`src/rtl/operand_sequencer.sv`:
```
// Operand sequencer: packs six streamed words into registered operands, launches the
// datapath with a one-cycle start, and returns its result on a valid/ready stream.
module operand_sequencer #(
    parameter int WIDTH = 32
) (
    input  logic             clk,
    input  logic             rst,
    input  logic             in_valid,
    input  logic [WIDTH-1:0] in_data,
    output logic             in_ready,
    output logic [WIDTH-1:0] i1,
    output logic [WIDTH-1:0] i2,
    output logic [WIDTH-1:0] i3,
    output logic [WIDTH-1:0] i4,
    output logic [WIDTH-1:0] i5,
    output logic [WIDTH-1:0] i6,
    output logic             start,
    input  logic             done,
    input  logic [WIDTH-1:0] result,
    output logic             out_valid,
    output logic [WIDTH-1:0] out_data,
    input  logic             out_ready,
    output logic             busy
);

    typedef enum logic [1:0] {
        ST_LOAD,
        ST_FIRE,
        ST_WAIT,
        ST_HOLD
    } state_t;

    localparam logic [2:0] LAST_SLOT = 3'd5;

    state_t           state;
    logic [2:0]       count;
    logic [WIDTH-1:0] ops [6];

    assign i1 = ops[0];
    assign i2 = ops[1];
    assign i3 = ops[2];
    assign i4 = ops[3];
    assign i5 = ops[4];
    assign i6 = ops[5];

    // The handshake flags are registered alongside the state, so every output comes
    // straight from a flop and nothing combinational reaches in_ready/start/out_valid.
    always_ff @(posedge clk or negedge rst) begin
        if (!rst) begin
            state     <= ST_LOAD;
            count     <= 3'd0;
            // NOTE: the operand registers drive the datapath directly, so they are
            // reset like control state rather than left as uninitialised storage.
            for (int k = 0; k < 6; k++) begin
                ops[k] <= '0;
            end
            out_data  <= '0;
            in_ready  <= 1'b1;
            start     <= 1'b0;
            out_valid <= 1'b0;
            busy      <= 1'b0;
        end else begin
            // NOTE: all state here uses non-blocking assignments so every register
            // samples the pre-edge values, regardless of statement order.
            start <= 1'b0;
            unique case (state)
                ST_LOAD: begin
                    if (in_valid && in_ready) begin
                        for (int k = 0; k < 6; k++) begin
                            if (count == 3'(k)) begin
                                ops[k] <= in_data;
                            end
                        end
                        busy <= 1'b1;
                        if (count == LAST_SLOT) begin
                            count    <= 3'd0;
                            state    <= ST_FIRE;
                            start    <= 1'b1;
                            in_ready <= 1'b0;
                        end else begin
                            count <= count + 3'd1;
                        end
                    end
                end
                ST_FIRE: begin
                    state <= ST_WAIT;
                end
                ST_WAIT: begin
                    if (done) begin
                        out_data  <= result;
                        out_valid <= 1'b1;
                        state     <= ST_HOLD;
                    end
                end
                ST_HOLD: begin
                    // Count is already zero here, so LOAD is re-entered idle.
                    if (out_ready) begin
                        out_valid <= 1'b0;
                        in_ready  <= 1'b1;
                        busy      <= 1'b0;
                        state     <= ST_LOAD;
                    end
                end
                default: begin
                    state <= ST_LOAD;
                end
            endcase
        end
    end

endmodule

```
`config.mk`:
```
export PLATFORM = sky130hd
export DESIGN_NAME = operand_sequencer
export DESIGN_NICKNAME = d
export VERILOG_FILES = /design/src/rtl/operand_sequencer.sv
export SDC_FILE = /design/constraint.sdc
export NUM_CORES = 1
export LEC_CHECK = 0
export CORE_MARGIN = 2
export CORE_UTILIZATION = 45
export CTS_CLUSTER_SIZE = 10
export DETAILED_ROUTE_END_ITERATION = 7
export PLACE_DENSITY = 0.78
export SETUP_SLACK_MARGIN = 0.02
export SYNTH_ARGS = -nofsm -noshare
export SYNTH_HDL_FRONTEND = slang
export SYNTH_SLANG_ARGS = --single-unit
```
`constraint.sdc`:
```
create_clock -name clk -period 5.1 [get_ports clk]
set_input_delay 0.51 -clock clk [delete_from_list [all_inputs] [get_ports clk]]
set_output_delay 0.51 -clock clk [all_outputs]
set_load 0.02 [all_outputs]
```
== Word-level counts from Yosys, hierarchy flattened ==
Index checks and enable logic that the tools add are counted.
Cells by class
  add/sub/neg operators: 1
  $mul: 0
  div/mod/pow operators: 0
  magnitude comparators: 0
  equality and inequality tests: 12
  shift operators: 0
  mux-type cells: 18
  bitwise operators: 0
  reduce and logical (&&, ||, !) cells: 17
Operators by type and width (count)
  $reduce_and 3->1: 8
  $mux 1: 9
  $mux 2: 4
  $ne 2x2->1 const B: 4
  $pmux 2 s4: 1
  $reduce_and 4->1: 2
  $eq 3x2->1 const B: 2
  $eq 3x3->1 const B: 2
  $pmux 1 s2: 3
  $eq 2x2->1 const B: 2
  $reduce_and 2->1: 2
  $reduce_bool 2->1: 2
  $add 3x1->3 const B: 1
  $eq 3x1->1 const B: 1
  $logic_not 3->1: 1
  $mux 3: 1
  $eq 2x1->1 const B: 1
  $logic_not 2->1: 1
  $logic_and 1x1->1: 1
Word-level totals
  bits in registers: 233
  bits in latches: 0
  RAM bits: 0
  memory bits (read-only): 0
  bits of input ports: 69
  output and inout port bits: 228
  word-level logic and storage cells: 61
  memories kept: 0

== Logic depth before layout (Yosys ltp) ==
Gate-level depths: netlist (run 1).
  word-level depth: 4
  mapped depth: 8
  gate-level depth less buffers: 5

== Worst setup path before layout (run 1) ==
OpenSTA, ideal clock, no wires.
  kind: reg2reg
  start point: register state[0]
  end point: register ops, in the netlist i3[10]
  setup time: 0.125 ns
  arrival time: 1.830 ns
  required time: 4.975 ns
  setup slack: 3.145 ns
  cell stages (with the launch flop): 9
  path buffers: 3
  clock period less this slack: 1.955 ns
  path through: dfrtp_1 inv_1 ha_1 and3_2 buf_2 and4_1 buf_2 buf_4 mux2_2
On the way
  cells in the longest elaborated chain, start to end: 2
RTL lines
  start: declaration: line 35  | state_t state;
  start signal: assignment: line 50  | state <= ST_LOAD;
  start signal: assignment: line 77  | state <= ST_FIRE;
  start signal: assignment: line 86  | state <= ST_WAIT;
  $logic_not 2->1: line 66  | unique case (state)
  $reduce_and 3->1 (no source line)
  end signal: indexed assignment: line 71  | ops[k] <= in_data;
  end: declaration: line 37  | logic [WIDTH-1:0] ops [6];
Every way passes these cells.
A chain may end at the register's enable or synchronous reset.

== Worst setup path in the final report (run 1) ==
  start point: register state[0]
  end point: register ops, in the netlist i6[11]
The elaborated chain is that of the path after synthesis.

==> results of run 1 <==
[cell type report]
cell class | count | area (um^2)
fill | 1450 | 7010
sequential | 233 | 5830
multi-input combinational | 261 | 3050
timing repair buffer | 300 | 3000
clock buffer | 43 | 778
tap | 270 | 338
inverter | 6 | 22.5
clock inverter | 1 | 8.76
[layer usage]
layer / vias to the layer above / part of all wire
met5: - / 0
met4: 0 / 0.018
met3: 27 / 0.069
met2: 213 / 0.51
met1: 2912 / 0.41
li1: 2458 / -
[registers in the layout, indices dropped and copies added, names as in the netlist]
register / count
out_data: 32
busy: 1
in_ready: 1
out_valid: 1
count: 3
i4: 32
i1: 32
i5: 32
i6: 32
i2: 32
state: 2
start: 1
i3: 32
[power breakdown]
part / leakage, nW / internal [mW] / switching, mW
registers: 3.24 / 1.85 / 0
logic: 2.74 / 0.0496 / 0.0623
clock network: 0.378 / 1.03 / 0.699
total: 6.36 / 2.93 / 0.761
[critical path, cell delays in order (launching register included)]
cell and delay (ns):
dfrtp_1 0.40, inv_1 0.09, ha_1 0.31, nand3_2 0.16
nor4_4 0.95, buf_4 0.43, mux2_2 0.37
[layout by cell type, fill, tap and decap left out, types with 2 or more instances in the layout]
cell,count
o21ai_0,3
inv_1,6
or4_2,2
mux2_2,154
mux2_1,11
nand2_1,5
dfrtp_1,232
mux2_4,60
clkdlybuf4s50_1,295
buf_4,4
ha_1,4
clkbuf_1,14
clkbuf_16,29
nor2b_1,2
[kinds of logic after synthesis]
kind of cell	Yosys count	synth area share
AOI/OAI and AO/OA	10	0.00768
xor gates and xnor gates	1	0.000960
adders and majority gates	4	0.00548
buffers and inverters	32	0.0284
DFF	233	0.639
muxes	226	0.303
and+or+nand+nor	20	0.0154
[stage by stage]
stage	hold WS (ns)	util
2_1_floorplan	0.214	-
3_3_place_gp	0.468	0.611
3_5_place_dp	0.474	0.611
4_1_cts	0.125	0.650
5_1_grt	0.169	0.650
6_report	0.0768	0.650
[cell usage after synthesis, types with 2 or more instances]
cell,number
mux2_4,60
mux2_1,11
dfrtp_1,232
nor2b_1,2
buf_2,12
buf_1,3
o21ai_0,3
buf_4,3
mux2_2,154
or4_1,2
buf_6,2
nand2_1,6
buf_12,6
ha_1,4
inv_1,6
[worst paths after layout]
path | from | endpoint | slack (ns) | depth (start not counted)
worst max-delay path | state[0]$_DFFE_PN0P_ | i6[11]$_DFFE_PN0P_ | 2.25 | 6
worst min-delay path | rst | i5[3]$_DFFE_PN0P_ | 0.08 | 1
worst max register to register | state[0]$_DFFE_PN0P_ | i6[11]$_DFFE_PN0P_ | 2.25 | 6
worst min register to register | i3[9]$_DFFE_PN0P_ | i3[9]$_DFFE_PN0P_ | 0.48 | 1
max in group asynchronous | rst | out_valid$_DFFE_PN0P_ | 3.74 | 2
min in group clk | i3[9]$_DFFE_PN0P_ | i3[9]$_DFFE_PN0P_ | 0.48 | 1
==> summary.md, run 1 <==
| Metric | Value |
|---|---|
| WP data required | `5.49 ns` |
| Nets@finish | `903` |
| Relative slew slack | `0.134` |
| Top Ports | `297` |
| FP Rows | `52` |
| Top cells by area, synth | `dfrtp_1 (64%), mux2_2 (19%), mux2_4 (9.9%), mux2_1 (1.4%), buf_12 (1.3%)` |
| Chip Width | `146 um` |
| Area growth syn-to-layout | `42.7%` |
| Worst slew pin tran | `1.30 ns` |
| Final Hold Fails | `0` |
| Final worst path period need | `2.85 ns` |
| Antenna diodes | `0` |
| Area leader, netlist | `dfrtp_1` |
| Final period util | `0.558` |
| Setup ws final | `2.25 ns` |
| Max VDD drop | `0.245 mV` |
| Vias in the first global route | `6151` |
| Initial antenna violation count | `0` |
| Clk root buf | `clkbuf_16` |
| WL final | `22100 um` |
| Remaining Overflow, GRT | `0` |
| Yosys cell types | `35` |
| Synth top area share | `0.636` |
| Worst Hold Class | `input pin to async pin` |
| Finish-stage setup viols | `0` |
| First-pass GRT wire length | `35700 um` |
| TritonCTS clock tree | `yes` |
| Yosys warns | `0` |
| Avg Inst Size Synth | `17.4 um^2` |
| Pin count of the biggest net entering global routing | `133` |
| # Max-Cap Violations | `0` |
| First-pass DRT Iterations | `4` |
| Per-cell routed wire length | `19.8 um` |
| Post-DP HPWL | `15000 um` |
| Count of hold buffers inserted by post-cts repair | `0` |
| Fin Setup TNS | `0 ns` |
| GPL Wtd Cong | `0.786` |
| Postcts setup bufs | `0` |
| Dominant synthesized flop cell | `dfrtp_1` |
| Final ANT Viol Nets | `0` |
| Synth Instances | `526` |
| Worst Setup Start Kind | `register` |
| Clock slew at reported path FFs | `0.05 ns` |
| Vias | `5610` |
| Worst Setup End Kind | `register` |
| Async set-reset flop share out of synthesis | `1.00` |
| Total clock sinks | `233` |
| Post-DR vias/cell | `5.04` |
| Share of cells above drive strength 1 | `0.308` |
| Layout Cells excl Fill | `1114` |
| Initial Utilization | `0.456` |
| Overall die height | `146 um` |
| Die ar. | `21400 um^2` |
| Synth Register Bits | `233` |
| Seq/Total Area, Yosys | `0.639` |
| Synth Net Count | `599` |
| Core Box Area | `20000 um^2` |
| GR Util met1 | `0.266` |
| Power Density | `284 nW/um^2` |
| RSZ-0062 raised after global routing | `false` |
| Inserted Clock Buffers | `28` |
| Worst skew pair latency | `0.51 ns` |
| Pre-CTS WS | `1.95 ns` |
| Grt peak-use layer | `met2` |
| Met2 usage | `0.356` |
| Post-Syn Area | `9130 um^2` |
| Cell Count Post-Placement | `1070` |
| Setup Skew | `0.00894 ns` |
| Residual DRC count | `0` |
| Worst Path Max Fanout | `17` |
| Fin area | `13000 um^2` |
| Critical setup path kind | `register to register` |
| Worst EP arrival | `3.24 ns` |
| IO buf count | `296` |
| Design Power | `3.69 mW` |
| Area after DPL | `12200 um^2` |
| Iteration-0 DRC Markers | `155` |
| Final max-slew violation count | `0` |
| # resized after CTS | `0` |
| Htree depth | `1` |
| Post-synth EDFFs | `0` |
| Highest clock rate | `351 MHz` |
| Met3 Use GR | `0.0547` |
| CTS max path bufs | `3` |
| Status | `finished, final reports clean` |
| LEAKAGE | `6.36 nW` |
| Global Route Usage Sum | `0.208` |
Power figures use the tool's default switching activity.
==> run 2: changes to the inputs <==
==> constraint.sdc (replaced) <==
create_clock -name clk -period 2.9 [get_ports clk]
set_input_delay 0.29 -clock clk [delete_from_list [all_inputs] [get_ports clk]]
set_output_delay 0.29 -clock clk [all_outputs]
set_load 0.02 [all_outputs]
==> run 2 against run 1 <==
Via count up 0.77%; clock skew about the same; combinational power up 83%; critical path type unchanged; clock power up 72%; global-route usage about the same; sequential cell count unchanged; die area unchanged; first-iteration DRC count down 1.9%; worst hold slack better by 0.31 ns; routed wire length up 0.92%.
==> summary.md, run 2 (synthesis results as in run 1) <==
| Metric | Value |
|---|---|
| Status | `finished, final reports clean` |
| Die ar. | `21400 um^2` |
| Worst Setup Start Kind | `register` |
| First-pass GRT wire length | `35500 um` |
| Commonest non-fill, non-tap cell in the layout | `clkdlybuf4s50_1` |
| R2R cell count | `6` |
| Setup Skew | `0.00850 ns` |
| WL final | `22300 um` |
| LEAKAGE | `6.42 nW` |
| Top delay family on crit path | `simple AND/OR/NAND/NOR gates` |
| Final max-slew violation count | `0` |
| Clock slew at reported path FFs | `0.06 ns` |
| Crit-path slowest cell | `nor3_4` |
| Initial Utilization | `0.456` |
| Antenna diodes | `0` |
| Worst Path Max Fanout | `27` |
| Htree depth | `1` |
| # Max-Cap Violations | `0` |
| RSZ-0062 raised after global routing | `false` |
| # resized after CTS | `0` |
| Nets@finish | `912` |
| Total clock sinks | `233` |
| WP data required | `3.28 ns` |
| Iteration-0 DRC Markers | `152` |
| TritonCTS clock tree | `yes` |
| Final worst path period need | `2.35 ns` |
| Worst skew pair latency | `0.51 ns` |
| Remaining Overflow, GRT | `0` |
| Fin Setup TNS | `0 ns` |
| Crit-path cells | `inv_1 -> ha_1 -> nand4_1 -> nor3_4 -> buf_12 -> mux2_2` |
| Highest clock rate | `426 MHz` |
| Relative slew slack | `0.512` |
| Vias | `5653` |
| Post-DR vias/cell | `5.06` |
| Worst Hold Class | `input pin to async pin` |
| Clk root buf | `clkbuf_16` |
| Worst EP arrival | `2.73 ns` |
| Power Density | `490 nW/um^2` |
| CTS max path bufs | `3` |
| Final period util | `0.809` |
| Pin count of the biggest net entering global routing | `97` |
| IO buf count | `296` |
| Post-DP HPWL | `15400 um` |
| Per-cell routed wire length | `19.9 um` |
| Critical path depth in cells | `6` |
| Postcts setup bufs | `0` |
| First-pass DRT Iterations | `4` |
| Residual DRC count | `0` |
| Count of hold buffers inserted by post-cts repair | `1` |
| Initial antenna violation count | `0` |
| Final ANT Viol Nets | `0` |
| Worst Setup End Kind | `register` |
| Inserted Clock Buffers | `27` |
| Fin Hold WS | `0.387 ns` |
| Commonest cells after routing, fill and taps aside | `clkdlybuf4s50_1 (295), dfrtp_1 (232), mux2_2 (154)` |
| Crit path buffers/inverters | `2` |
| Top Ports | `297` |
| GPL Wtd Cong | `0.764` |
| Overall die height | `146 um` |
| Setup ws final | `0.553 ns` |
| Area growth syn-to-layout | `43.9%` |
| Slowest stage delay, CP | `0.47 ns` |
| Chip Width | `146 um` |
| Core Box Area | `20000 um^2` |
| Worst slew pin tran | `0.714 ns` |
| Final Hold Fails | `0` |
| FP Rows | `52` |
| Critical setup path kind | `register to register` |
| Pre-CTS WS | `0.550 ns` |
| Finish-stage setup viols | `0` |
| Vias in the first global route | `6234` |
| Share of cells above drive strength 1 | `0.316` |
| Global Route Usage Sum | `0.208` |
| Max VDD drop | `0.455 mV` |
## run 2: final timing paths
check / from / end / slack (ns)
setup / recovery: state[0]$_DFFE_PN0P_ / i2[17]$_DFFE_PN0P_ / 0.55
hold / removal: rst / i2[3]$_DFFE_PN0P_ / 0.39
setup reg to reg: state[0]$_DFFE_PN0P_ / i2[17]$_DFFE_PN0P_ / 0.55
hold reg to reg: i6[6]$_DFFE_PN0P_ / i6[6]$_DFFE_PN0P_ / 0.49
max in group asynchronous: rst / out_data[14]$_DFFE_PN0P_ / 1.59
min in group clk: result[11] / out_data[11]$_DFFE_PN0P_ / 0.39
## run 2: final cells by class
type | count | area [um^2]
fillers | 1471 | 6910
flip-flops and latches | 233 | 5830
repair buffers | 310 | 3140
multi-input cells | 261 | 3050
clock buffers | 37 | 723
well taps | 270 | 338
clock inverters | 1 | 30.0
inverters | 6 | 22.5
## run 2: power by group
group	internal (mW)	switching (mW)
registers	3.25	0
logic	0.0927	0.113
clock network	1.79	1.19
## run 2: routing by layer
layer	track usage	wire length, um	vias up
met4	0.0636	649	0
met2	0.354	11000	217
li1	-	-	2482
met5	0	0	-
met3	0.0494	1470	43
met1	0.267	9180	2911
## run 2: worst register-to-register path, delay by kind of cell (launching register included)
kind                     cells  cell delay (ns)
AND/OR/NAND/NOR              2             0.71
flip-flops                   1             0.41
multiplexers                 1             0.40
buffers and inverters        2             0.38
adder cells (fa/ha/maj)      1             0.32
## run 2: through the flow
| stage | instances | power, mW | util | instance area (um^2) |
|---|---|---|---|---|
| after global routing | 1118 | 6.70 | 0.655 | 13100 |
| after detailed placement | 1079 | 3.52 | 0.617 | 12400 |
| final | 1118 | 6.44 | 0.655 | 13100 |
| after floorplan | 526 | 3.32 | - | 9130 |
| after CTS | 1118 | 6.53 | 0.655 | 13100 |
| after global placement | 1079 | 3.51 | 0.617 | 12400 |
==> run 3: changes to the inputs <==
--- a/config.mk
+++ b/config.mk
@@ -6,10 +6,10 @@
 export NUM_CORES = 1
 export LEC_CHECK = 0
 export CORE_MARGIN = 2
-export CORE_UTILIZATION = 45
+export CORE_UTILIZATION = 42
 export CTS_CLUSTER_SIZE = 10
 export DETAILED_ROUTE_END_ITERATION = 7
-export PLACE_DENSITY = 0.78
+export PLACE_DENSITY = 0.77
 export SETUP_SLACK_MARGIN = 0.02
 export SYNTH_ARGS = -nofsm -noshare
 export SYNTH_HDL_FRONTEND = slang
==> constraint.sdc (replaced) <==
create_clock -name clk -period 2.11 [get_ports clk]
set_input_delay 0.211 -clock clk [delete_from_list [all_inputs] [get_ports clk]]
set_output_delay 0.211 -clock clk [all_outputs]
set_load 0.02 [all_outputs]
==> run 3 against run 2 <==
Register-to-register slack worse by 0.50 ns; die area up 6.9%; global-route usage down 1.5 points; combinational power up 41%; sequential power up 38%; count of clock-buffer cells in the layout unchanged; critical path depth unchanged; clock power up 40%; worst setup slack worse by 0.50 ns; maximum frequency up 14%; via count down 1.0%; largest cell class unchanged; highest routed layer unchanged.
==> summary.md, run 3 (synthesis results as in run 1) <==
| Metric | Value |
|---|---|
| Final worst path period need | `2.05 ns` |
| Pin count of the biggest net entering global routing | `62` |
| Post-DR vias/cell | `4.93` |
| WL final | `22100 um` |
| Worst EP arrival | `2.45 ns` |
| Vias in the first global route | `5976` |
| Worst Path Max Fanout | `16` |
| TritonCTS clock tree | `yes` |
| Worst setup path start | `state[0]$_DFFE_PN0P_` |
| Final Hold Fails | `0` |
| Pre-CTS WS | `-0.0319 ns` |
| Layout Cells excl Fill | `1136` |
| RSZ-0062 raised after global routing | `true` |
| Relative slew slack | `0.689` |
| Post-DP HPWL | `15300 um` |
| Worst Setup End Kind | `register` |
| Inserted Clock Buffers | `28` |
| R2r endpoint | `i5[24]$_DFFE_PN0P_` |
| R2R cell count | `6` |
| First-pass DRT Iterations | `4` |
| Worst slew pin tran | `0.466 ns` |
| Slowest stage delay, CP | `0.56 ns` |
| Chip Width | `151 um` |
| Per-cell routed wire length | `19.5 um` |
| Worst Hold Class | `input pin to async pin` |
| Status | `finished, final reports clean` |
| Fin Hold WS | `0.218 ns` |
| Flop2flop setup slack | `0.06 ns` |
| First-pass GRT wire length | `34200 um` |
| Power Density | `670 nW/um^2` |
| Worst skew pair latency | `0.52 ns` |
| Postcts setup bufs | `0` |
| Cell Count Post-Placement | `1097` |
| Critical Path End | `i5[24]$_DFFE_PN0P_` |
| Finish-stage setup viols | `0` |
| IO buf count | `296` |
| CTS max path bufs | `3` |
| GPL Wtd Cong | `0.734` |
| Iteration-0 DRC Markers | `164` |
| Commonest cells after routing, fill and taps aside | `clkdlybuf4s50_1 (295), dfrtp_1 (232), mux2_2 (154)` |
| Setup Skew | `0.0179 ns` |
| Worst Setup Start Kind | `register` |
| Remaining Overflow, GRT | `0` |
| Critical setup path kind | `register to register` |
| Highest clock rate | `487 MHz` |
| Vias | `5595` |
| Setup ws final | `0.0576 ns` |
| Fin util | `0.629` |
| Crit path buffers/inverters | `2` |
| Total clock sinks | `233` |
| Antenna diodes | `0` |
| Top Ports | `297` |
| Global Route Usage Sum | `0.193` |
| Initial antenna violation count | `0` |
| Final ANT Viol Nets | `0` |
| Critical path depth in cells | `6` |
| LEAKAGE | `6.51 nW` |
| Worst r2r src | `state[0]$_DFFE_PN0P_` |
| Final period util | `0.973` |
| Residual DRC count | `0` |
| Htree depth | `1` |
| Clk root buf | `clkbuf_16` |
| Overall die height | `151 um` |
| Initial Utilization | `0.432` |
| Clock slew at reported path FFs | `0.06 ns` |
| Die ar. | `22900 um^2` |
| Fin Setup TNS | `0 ns` |
| Final max-slew violation count | `0` |
| Commonest non-fill, non-tap cell in the layout | `clkdlybuf4s50_1` |
| Crit-path cells | `inv_1 -> ha_1 -> nand3_2 -> or4_2 -> buf_4 -> mux2_4` |
| Crit-path slowest cell | `or4_2` |
| Core Box Area | `21200 um^2` |
| # Max-Cap Violations | `0` |
| Nets@finish | `926` |
| Top delay family on crit path | `simple AND/OR/NAND/NOR gates` |
| Share of cells above drive strength 1 | `0.330` |
| Area growth syn-to-layout | `45.8%` |
| WP data required | `2.51 ns` |
| Max VDD drop | `0.648 mV` |
| FP Rows | `53` |
[run 3: metal layers]
layer  vias up  track usage  part of all wire
li1       2510            -                 -
met1      2853        0.250              0.42
met2       196        0.316              0.48
met3        36       0.0587             0.075
met4         0       0.0547             0.024
met5         -            0                 0
[run 3: worst min-delay path by stage]
stage	slack (ns)	start	to
CTS	0.23	rst	i2[6]$_DFFE_PN0P_
global placement	0.19	rst	i2[6]$_DFFE_PN0P_
finish	0.22	rst	i2[6]$_DFFE_PN0P_
global route	0.26	rst	i2[6]$_DFFE_PN0P_
floorplan	-0.08	rst	busy$_DFFE_PN0P_
detailed placement	0.18	rst	i2[6]$_DFFE_PN0P_
[run 3: per-stage QoR]
step | instance area (um^2) | total power, mW
2_1_floorplan | 9130 | 4.56
3_3_place_gp | 12500 | 4.84
3_5_place_dp | 12500 | 4.84
4_1_cts | 13300 | 9.05
5_1_grt | 13300 | 9.25
6_report | 13300 | 8.92
[run 3: report_power, final]
group,switching [mW],total [mW],internal [mW]
logic,0.156,0.289,0.132
registers,0,4.47,4.47
clock network,1.67,4.16,2.49
[run 3: repair_timing]
action,in CTS,in global routing
endpoints found under the setup margin,0,55
resized for setup,0,5
hold buffers,1,0
hold endpoints to repair,56,0
[run 3: final cells by class]
class | instances | area (um^2)
Clock buffer | 37 | 766
Clock inverter | 1 | 8.76
Fill cell | 1547 | 7840
Inverter | 6 | 22.5
Multi-Input combinational cell | 261 | 3060
Sequential cell | 233 | 5830
Tap cell | 275 | 344
Timing Repair Buffer | 323 | 3280
